File: src/rtl/fp16_operand_sched.sv
// Two-requester round-robin FP16 operand scheduler with bursts of up to BURST words, 2-cycle latency from IDLE, and a registered output.
// Stalls both requesters while the output word is held; optional FP16_SCHED_STATS_EN adds per-requester 16-bit transfer counters.
module fp16_operand_sched #(
   parameter int WIDTH = 16,
   parameter int BURST = 4
) (
   input  logic             clk,
   input  logic             rst,
   input  logic [WIDTH-1:0] in1_data,
   input  logic             in1_valid,
   output logic             in1_ready,
   input  logic [WIDTH-1:0] in2_data,
   input  logic             in2_valid,
   output logic             in2_ready,
   output logic [WIDTH-1:0] out_data,
   output logic             out_src,
   output logic             out_valid,
   input  logic             out_ready
`ifdef FP16_SCHED_STATS_EN
   ,
   output logic [15:0]      stat1,
   output logic [15:0]      stat2
`endif
);

   typedef enum logic [1:0] {
      S_IDLE   = 2'd0,
      S_GRANT1 = 2'd1,
      S_GRANT2 = 2'd2
   } state_t;

   typedef struct packed {
      logic             src;
      logic [WIDTH-1:0] data;
   } out_word_t;

   localparam logic [7:0] LP_CNT_LAST = 8'(BURST - 1);

   state_t     r_state;
   state_t     w_state_nxt;
   logic       r_last;          // 0 = in1 served last, 1 = in2 served last
   logic       w_last_nxt;
   logic [7:0] r_cnt;
   logic [7:0] w_cnt_nxt;
   out_word_t  r_out;
   logic       r_out_valid;

   logic w_load_en;
   logic w_xfer1;
   logic w_xfer2;

   assign w_load_en = !r_out_valid || out_ready;
   assign in1_ready = w_load_en && (r_state == S_GRANT1);
   assign in2_ready = w_load_en && (r_state == S_GRANT2);
   assign w_xfer1   = in1_valid && in1_ready;
   assign w_xfer2   = in2_valid && in2_ready;

   assign out_data  = r_out.data;
   assign out_src   = r_out.src;
   assign out_valid = r_out_valid;

   always_ff @(posedge clk) begin
      if (rst) begin
         r_state <= S_IDLE;
         r_last  <= 1'b1;
         r_cnt   <= '0;
      end else begin
         r_state <= w_state_nxt;
         r_last  <= w_last_nxt;
         r_cnt   <= w_cnt_nxt;
      end
   end

   always_comb begin
      w_state_nxt = r_state;
      w_last_nxt  = r_last;
      w_cnt_nxt   = r_cnt;
      unique case (r_state)
         S_IDLE: begin
            w_cnt_nxt = '0;
            if (in1_valid && in2_valid) begin
               w_state_nxt = r_last ? S_GRANT1 : S_GRANT2;
            end else if (in1_valid) begin
               w_state_nxt = S_GRANT1;
            end else if (in2_valid) begin
               w_state_nxt = S_GRANT2;
            end
         end
         S_GRANT1: begin
            if (w_xfer1) begin
               if (r_cnt == LP_CNT_LAST) begin
                  w_cnt_nxt   = '0;
                  w_last_nxt  = 1'b0;
                  w_state_nxt = in2_valid ? S_GRANT2 : S_IDLE;
               end else begin
                  w_cnt_nxt = r_cnt + 8'd1;
               end
            end else if (!in1_valid) begin
               w_last_nxt = 1'b0;
               if (in2_valid) begin
                  w_cnt_nxt   = '0;
                  w_state_nxt = S_GRANT2;
               end else begin
                  w_state_nxt = S_IDLE;
               end
            end
         end
         S_GRANT2: begin
            if (w_xfer2) begin
               if (r_cnt == LP_CNT_LAST) begin
                  w_cnt_nxt   = '0;
                  w_last_nxt  = 1'b1;
                  w_state_nxt = in1_valid ? S_GRANT1 : S_IDLE;
               end else begin
                  w_cnt_nxt = r_cnt + 8'd1;
               end
            end else if (!in2_valid) begin
               w_last_nxt = 1'b1;
               if (in1_valid) begin
                  w_cnt_nxt   = '0;
                  w_state_nxt = S_GRANT1;
               end else begin
                  w_state_nxt = S_IDLE;
               end
            end
         end
         default: begin
            w_state_nxt = S_IDLE;
         end
      endcase
   end

   // Output stage: data only moves when the consumer has room, so a held word never changes.
   always_ff @(posedge clk) begin
      if (rst) begin
         r_out       <= '0;
         r_out_valid <= 1'b0;
      end else if (w_load_en) begin
         if (w_xfer1) begin
            r_out.data  <= in1_data;
            r_out.src   <= 1'b0;
            r_out_valid <= 1'b1;
         end else if (w_xfer2) begin
            r_out.data  <= in2_data;
            r_out.src   <= 1'b1;
            r_out_valid <= 1'b1;
         end else begin
            r_out_valid <= 1'b0;
         end
      end
   end

`ifdef FP16_SCHED_STATS_EN
   logic [15:0] r_stat1;
   logic [15:0] r_stat2;

   always_ff @(posedge clk) begin
      if (rst) begin
         r_stat1 <= '0;
         r_stat2 <= '0;
      end else begin
         if (w_xfer1) r_stat1 <= r_stat1 + 16'd1;
         if (w_xfer2) r_stat2 <= r_stat2 + 16'd1;
      end
   end

   assign stat1 = r_stat1;
   assign stat2 = r_stat2;
`endif

endmodule
File: config.mk
export PLATFORM = sky130hd
export DESIGN_NAME = fp16_operand_sched
export DESIGN_NICKNAME = d
export VERILOG_FILES = /design/src/rtl/fp16_operand_sched.sv
export SDC_FILE = /design/constraint.sdc
export NUM_CORES = 1
export LEC_CHECK = 0
export ABC_AREA = 1
export BUFFER_PORTS_ARGS = -buffer_cell sky130_fd_sc_hd__buf_4
export CAP_MARGIN = 0
export CORE_MARGIN = 4
export CORE_UTILIZATION = 52
export DETAILED_ROUTE_END_ITERATION = 12
export PLACE_DENSITY = 0.85
export SLEW_MARGIN = 20
export SYNTH_ARGS = -nofsm -noshare
export SYNTH_HDL_FRONTEND = slang
export SYNTH_SLANG_ARGS = --single-unit
export TNS_END_PERCENT = 5
File: constraint.sdc
create_clock -name clk -period 2.8 [get_ports clk]
set_clock_uncertainty 0.15 [all_clocks]
set_input_delay 0.28 -clock clk [delete_from_list [all_inputs] [get_ports clk]]
set_output_delay 0.28 -clock clk [all_outputs]
set_load 0.02 [all_outputs]
==> results of run 1 <==
-- power breakdown --
part	internal [uW]	switching [uW]	total (uW)
Sequential	514	56.3	570
Clock	212	157	369
Combinational	281	439	720
Total	1010	652	1660
-- kinds of logic after synthesis --
logic type	count (synthesis)	synth area share
AND/OR/NAND/NOR	76	0.238
AO/OA/AOI/OAI	63	0.229
buffers and inverters	31	0.0871
flip-flops	29	0.392
adder cells (fa/ha/maj)	5	0.0423
XOR/XNOR	2	0.0118
-- how the worst max path moves through the flow --
stage | to | slack (ns) | start | cells after the start
after global routing | r_cnt[2]$_SDFFE_PP0P_ | 0.33 | r_state[1]$_SDFFE_PP0P_ | 10
final | r_cnt[2]$_SDFFE_PP0P_ | 0.62 | r_state[1]$_SDFFE_PP0P_ | 10
after detailed placement | r_cnt[3]$_SDFFE_PP0P_ | 0.63 | r_state[1]$_SDFFE_PP0P_ | 10
after CTS | r_cnt[3]$_SDFFE_PP0P_ | 0.62 | r_state[1]$_SDFFE_PP0P_ | 10
after global placement | r_cnt[2]$_SDFFE_PP0P_ | 0.70 | r_state[1]$_SDFFE_PP0P_ | 10
after floorplan | r_cnt[7]$_SDFFE_PP0P_ | 1.13 | r_state[1]$_SDFFE_PP0P_ | 11
-- synthesized netlist by cell type, types with 2 or more instances --
master and number:
clkbuf_1 3, dfxtp_1 29, inv_2 2, o21ai_0 17, nand2_4 2, buf_2 4, nand4_1 3, a21oi_1 28
o22ai_1 16, nand3_1 11, ha_1 5, nand2_1 36, nand2_2 5, nor2_1 15, inv_1 20
-- area by class of cell --
| cell class | instances | area [um2] |
|---|---|---|
| multi-input combinational | 146 | 771 |
| fill | 220 | 748 |
| sequential | 29 | 581 |
| timing repair buffer | 56 | 420 |
| inverter | 23 | 86.3 |
| clock buffer | 6 | 51.3 |
| tap | 31 | 38.8 |
| clock inverter | 2 | 37.5 |
-- metal layers --
metal  vias to the layer above  GRT usage  wire length (um)  part of all wire
met2                        57      0.352              1760              0.47
met3                         6     0.0922               350             0.094
met4                         0     0.0909                61             0.016
li1                        805          -                 -                 -
met5                         -          0                 0                 0
met1                       705      0.247              1540              0.41
-- through the flow --
step	hold WS, ns	worst slack [ns]	std cells
after CTS	0.0107	0.617	293
after floorplan	0.288	1.13	206
final	0.0301	0.621	293
after global placement	0.298	0.695	285
after global routing	0.0107	0.333	293
after detailed placement	0.312	0.633	285
-- worst max-delay path: stages (launching register included) --
cell,delay [ns]
dfxtp_1,0.34
inv_1,0.09
ha_1,0.25
nand2_4,0.17
inv_2,0.10
nand2_4,0.06
nand2_2,0.39
nand3_1,0.20
a21oi_1,0.22
nand2_1,0.07
nor2_1,0.07
-- registers in the layout (all words and copies together), names as in the netlist --
signal	count
out_valid	1
r_last	1
r_cnt	8
out_src	1
r_state	2
out_data	16
==> results_dict.tcl, run 1 <==
set metrics [dict create \
    yosys.area.top_type "dfxtp_1" \
    min_to "r_state[0]$_SDFFE_PP0P_" \
    grtUsageTotal 0.216 \
    antenna_left 0 \
    finalCritPeriodShare 0.778 \
    timing_worst_setup_path_type "reg2reg" \
    cts_tree "done" \
    drt_pass1_iterations 4 \
    grt_max_degree 35 \
    yosysSeqAreaShare 0.392 \
    die_area_um2 3760 \
    min_period_ns 2.18 \
    slew_viol_final 0 \
    reg2reg_depth 10 \
    worstSetupStartpointType "flop" \
    core_area_um2 2730 \
    insertion_delay_ns 0.33 \
    final-hold-violation-count 0 \
    final_util 0.726 \
    ctsResizeCount 0 \
    synth.area.top_cells "dfxtp_1 39%, a21oi_1 9.5%, nand2_1 9.1%, o22ai_1 6.8%, o21ai_0 5.7%" \
    drive_gt1_frac 0.290 \
    p_leak_uw 0.000961 \
    crit_required_ns 2.92 \
    rows 19 \
    floorplan.initialDensity 0.541 \
    nets 303 \
    numPortBuffers 56 \
    drtIter0Drc 48 \
    synth_top_area_frac 0.392 \
    critPathCaptureType "flop" \
    grt_pass1_wl_um 5950 \
    gp_congestion 0.825 \
    cts_hold_buf 0 \
    crit_fanout 34 \
    async_reset_ff_frac 0 \
    synth_flop_cell "dfxtp_1" \
    tightest_slew_ns 0.506 \
    ir_drop_uv 769 \
    cts_setup_buffers 0 \
    setup_tns_ns 0 \
    design_area_um2 1990 \
    holdPathStages 2 \
    cts_max_path_buffers 2 \
    p_per_area_nw_per_um2 835 \
    antenna_found_initial 0 \
    hpwl_um 2770 \
    drv_cap 0 \
    setup_violations 0 \
    grt_overflow 0 \
    syn_inst 206 \
    synth_edf_count 0 \
    ff2ff_setup_slack_ns 0.62 \
    cts-htree-levels 2 \
    io_pins 57 \
    rsz0062_at_grt "false" \
    relSlewSlack 0.662 \
    syn_to_final_growth_pct 34.2 \
    cts-root-buf "clkbuf_4" \
    diodes 0 \
    detail_route.wl_per_cell_um 12.7 \
    synth_cell_type_count 25 \
    netlist_area_um2 1480 \
    postSynthAreaPerCell_um2 7.19 \
    final_cell_mix "56 x buf_4, 36 x nand2_1, 29 x dfxtp_1, 28 x a21oi_1, 20 x inv_1" \
    vias_per_cell 5.37 \
    cts.sinks 29 \
    drc 0 \
    die_y_um 61.4 \
    cts_buffers 5 \
    status "complete, no violations" \
    synth-seq-cells 29 \
    yosysWarnings 0 \
    worstHoldStart "rst" \
    power.total_uw 1660 \
    place_area_um2 1900 \
    via_count 1573 \
    hold_path.class "in2reg" \
    r2r-end "r_cnt[2]$_SDFFE_PP0P_" \
    routed_wl_um 3710 \
    fmax_mhz 459 \
    grt_pass1_vias 1414 \
    final_common_cell "buf_4" \
    timing.rr.start "r_state[1]$_SDFFE_PP0P_" \
    crit_arrival_ns 2.30 \
    clkTransAtPathRegs_ns 0.10 \
    synth_nets 248 \
    fp.dieW_um 61.4 \
]
Note: power is estimated with default switching activity, not from simulation.
==> inputs of run 2 (changes only) <==
- CORE_UTILIZATION: 52 -> 48
- PLACE_DENSITY: 0.85 -> 0.8
- clock period: 2.8 -> 2.15 ns (I/O delays scaled with it)
==> results_dict.tcl, run 2 (same netlist as run 1, synthesis figures left out) <==
set metrics [dict create \
    cts_buffers 5 \
    tightest_slew_ns 0.490 \
    hold_path.class "in2reg" \
    worstSetupStartpointType "flop" \
    numPortBuffers 56 \
    cts.sinks 29 \
    floorplan.initialDensity 0.519 \
    drive_gt1_frac 0.293 \
    cts-htree-levels 2 \
    final_util 0.706 \
    relSlewSlack 0.673 \
    critPathCaptureType "flop" \
    cts_tree "done" \
    min_period_ns 1.89 \
    ff2ff_setup_slack_ns 0.26 \
    p_switching_uw 835 \
    drc 0 \
    rows 19 \
    vias_per_cell 5.21 \
    drv_cap 0 \
    crit_arrival_ns 1.96 \
    via_count 1548 \
    cts_max_path_buffers 2 \
    cts_setup_buffers 0 \
    timing_worst_setup_path_type "reg2reg" \
    die_area_um2 4040 \
    crit_fanout 13 \
    ir_drop_uv 630 \
    clockPowerShare 0.216 \
    drt_pass1_iterations 4 \
    final_common_cell "buf_4" \
    antenna_found_initial 0 \
    p_sw_frac 0.386 \
    grt_pass1_wl_um 6220 \
    io_pins 57 \
    final-hold-violation-count 0 \
    nets 307 \
    hpwl_um 2730 \
    seqPwrFrac 0.343 \
    routed_wl_um 3690 \
    grt_overflow 0 \
    crit_required_ns 2.22 \
    grt_pass1_vias 1475 \
    p_per_area_nw_per_um2 1070 \
    diodes 0 \
    p_leak_uw 0.000981 \
    fmax_mhz 528 \
    setup_tns_ns 0 \
    fp.dieW_um 63.5 \
    clkTransAtPathRegs_ns 0.09 \
    setup_violations 0 \
    p_int_uw 1330 \
    largest_reg_flops 16 \
    final_cell_mix "59 x buf_4, 36 x nand2_1, 29 x dfxtp_1, 28 x a21oi_1, 20 x inv_1" \
    cts-root-buf "clkbuf_4" \
    rsz0062_at_grt "false" \
    syn_to_final_growth_pct 36.1 \
    n_fill_cell 240 \
    finalCritPeriodShare 0.881 \
    antenna_left 0 \
    slew_viol_final 0 \
    grt_max_degree 33 \
    drtIter0Drc 71 \
    detail_route.wl_per_cell_um 12.4 \
    pwr-share-comb 0.441 \
    status "complete, no violations" \
    gp_congestion 0.881 \
    core_area_um2 2850 \
    grtUsageTotal 0.194 \
    die_y_um 63.5 \
    insertion_delay_ns 0.33 \
]
==> run 2: changes by cell type in the layout (fill, tap and decap cells not counted) <==
cell	delta
dlygate4sd3_1	+1
clkbuf_1	+1
clkinvlp_4	-1
buf_4	+3
==> run 2: power groups by stage <==
stage          clock network [uW]  registers [uW]  logic (uW)
2_1_floorplan                   0             868         517
3_3_place_gp                    0             749         946
3_5_place_dp                    0             751         952
4_1_cts                       479             742         964
5_1_grt                       502             759        1060
6_report                      468             742         956
==> run 2: path summary, 6_finish.rpt <==
| path | start | end | cells after the start |
|---|---|---|---|
| worst max-delay path | r_state[0]$_SDFFE_PP0P_ | r_cnt[5]$_SDFFE_PP0P_ | 10 |
| worst min-delay path | in2_data[9] | out_data[9]$_SDFFE_PP0P_ | 3 |
| worst max register to register | r_state[0]$_SDFFE_PP0P_ | r_cnt[5]$_SDFFE_PP0P_ | 10 |
| worst min register to register | r_cnt[7]$_SDFFE_PP0P_ | r_cnt[7]$_SDFFE_PP0P_ | 2 |
==> run 2: timing repair <==
item	4_1_cts	5_1_grt
gates resized for setup	0	0
hold buffers	1	0
endpoints found under the hold margin	7	0
==> run 2: critical path, cell delays in order, from the launching register on <==
cell and delay (ns):
dfxtp_1 0.39, inv_1 0.08, ha_1 0.23, nand2_1 0.12
nand2_1 0.06, nand2_1 0.13, nand2_2 0.08, nor2_4 0.28
inv_1 0.14, nand2_1 0.08, a21oi_1 0.06
==> run 2: cell type report <==
cell class                      instances  area, um2  area share
Multi-Input combinational cell        146        771       0.383
Tap cell                               31       38.8      0.0193
Clock inverter                          1       30.0      0.0149
Inverter                               23       86.3      0.0429
Clock buffer                            7       55.1      0.0273
Sequential cell                        29        581       0.288
Timing Repair Buffer                   60        453       0.225
==> run 2: through the flow <==
step           total power [uW]  instances  worst slack (ns)  hold slack, ns  instance area, um2
2_1_floorplan              1380        206             0.476           0.235                1480
3_3_place_gp               1690        288             0.301           0.302                1920
3_5_place_dp               1700        288             0.294           0.308                1920
4_1_cts                    2180        297             0.264         0.00269                2010
5_1_grt                    2320        297            0.0576          0.0119                2010
6_report                   2170        297             0.257          0.0180                2010
==> run 2: layer usage <==
| metal | up-vias | GRT usage | wire [um] |
|---|---|---|---|
| met4 | 0 | 0.0701 | 46 |
| li1 | 812 | - | - |
| met5 | - | 0 | 0 |
| met1 | 680 | 0.214 | 1580 |
| met2 | 49 | 0.325 | 1720 |
| met3 | 7 | 0.0888 | 344 |
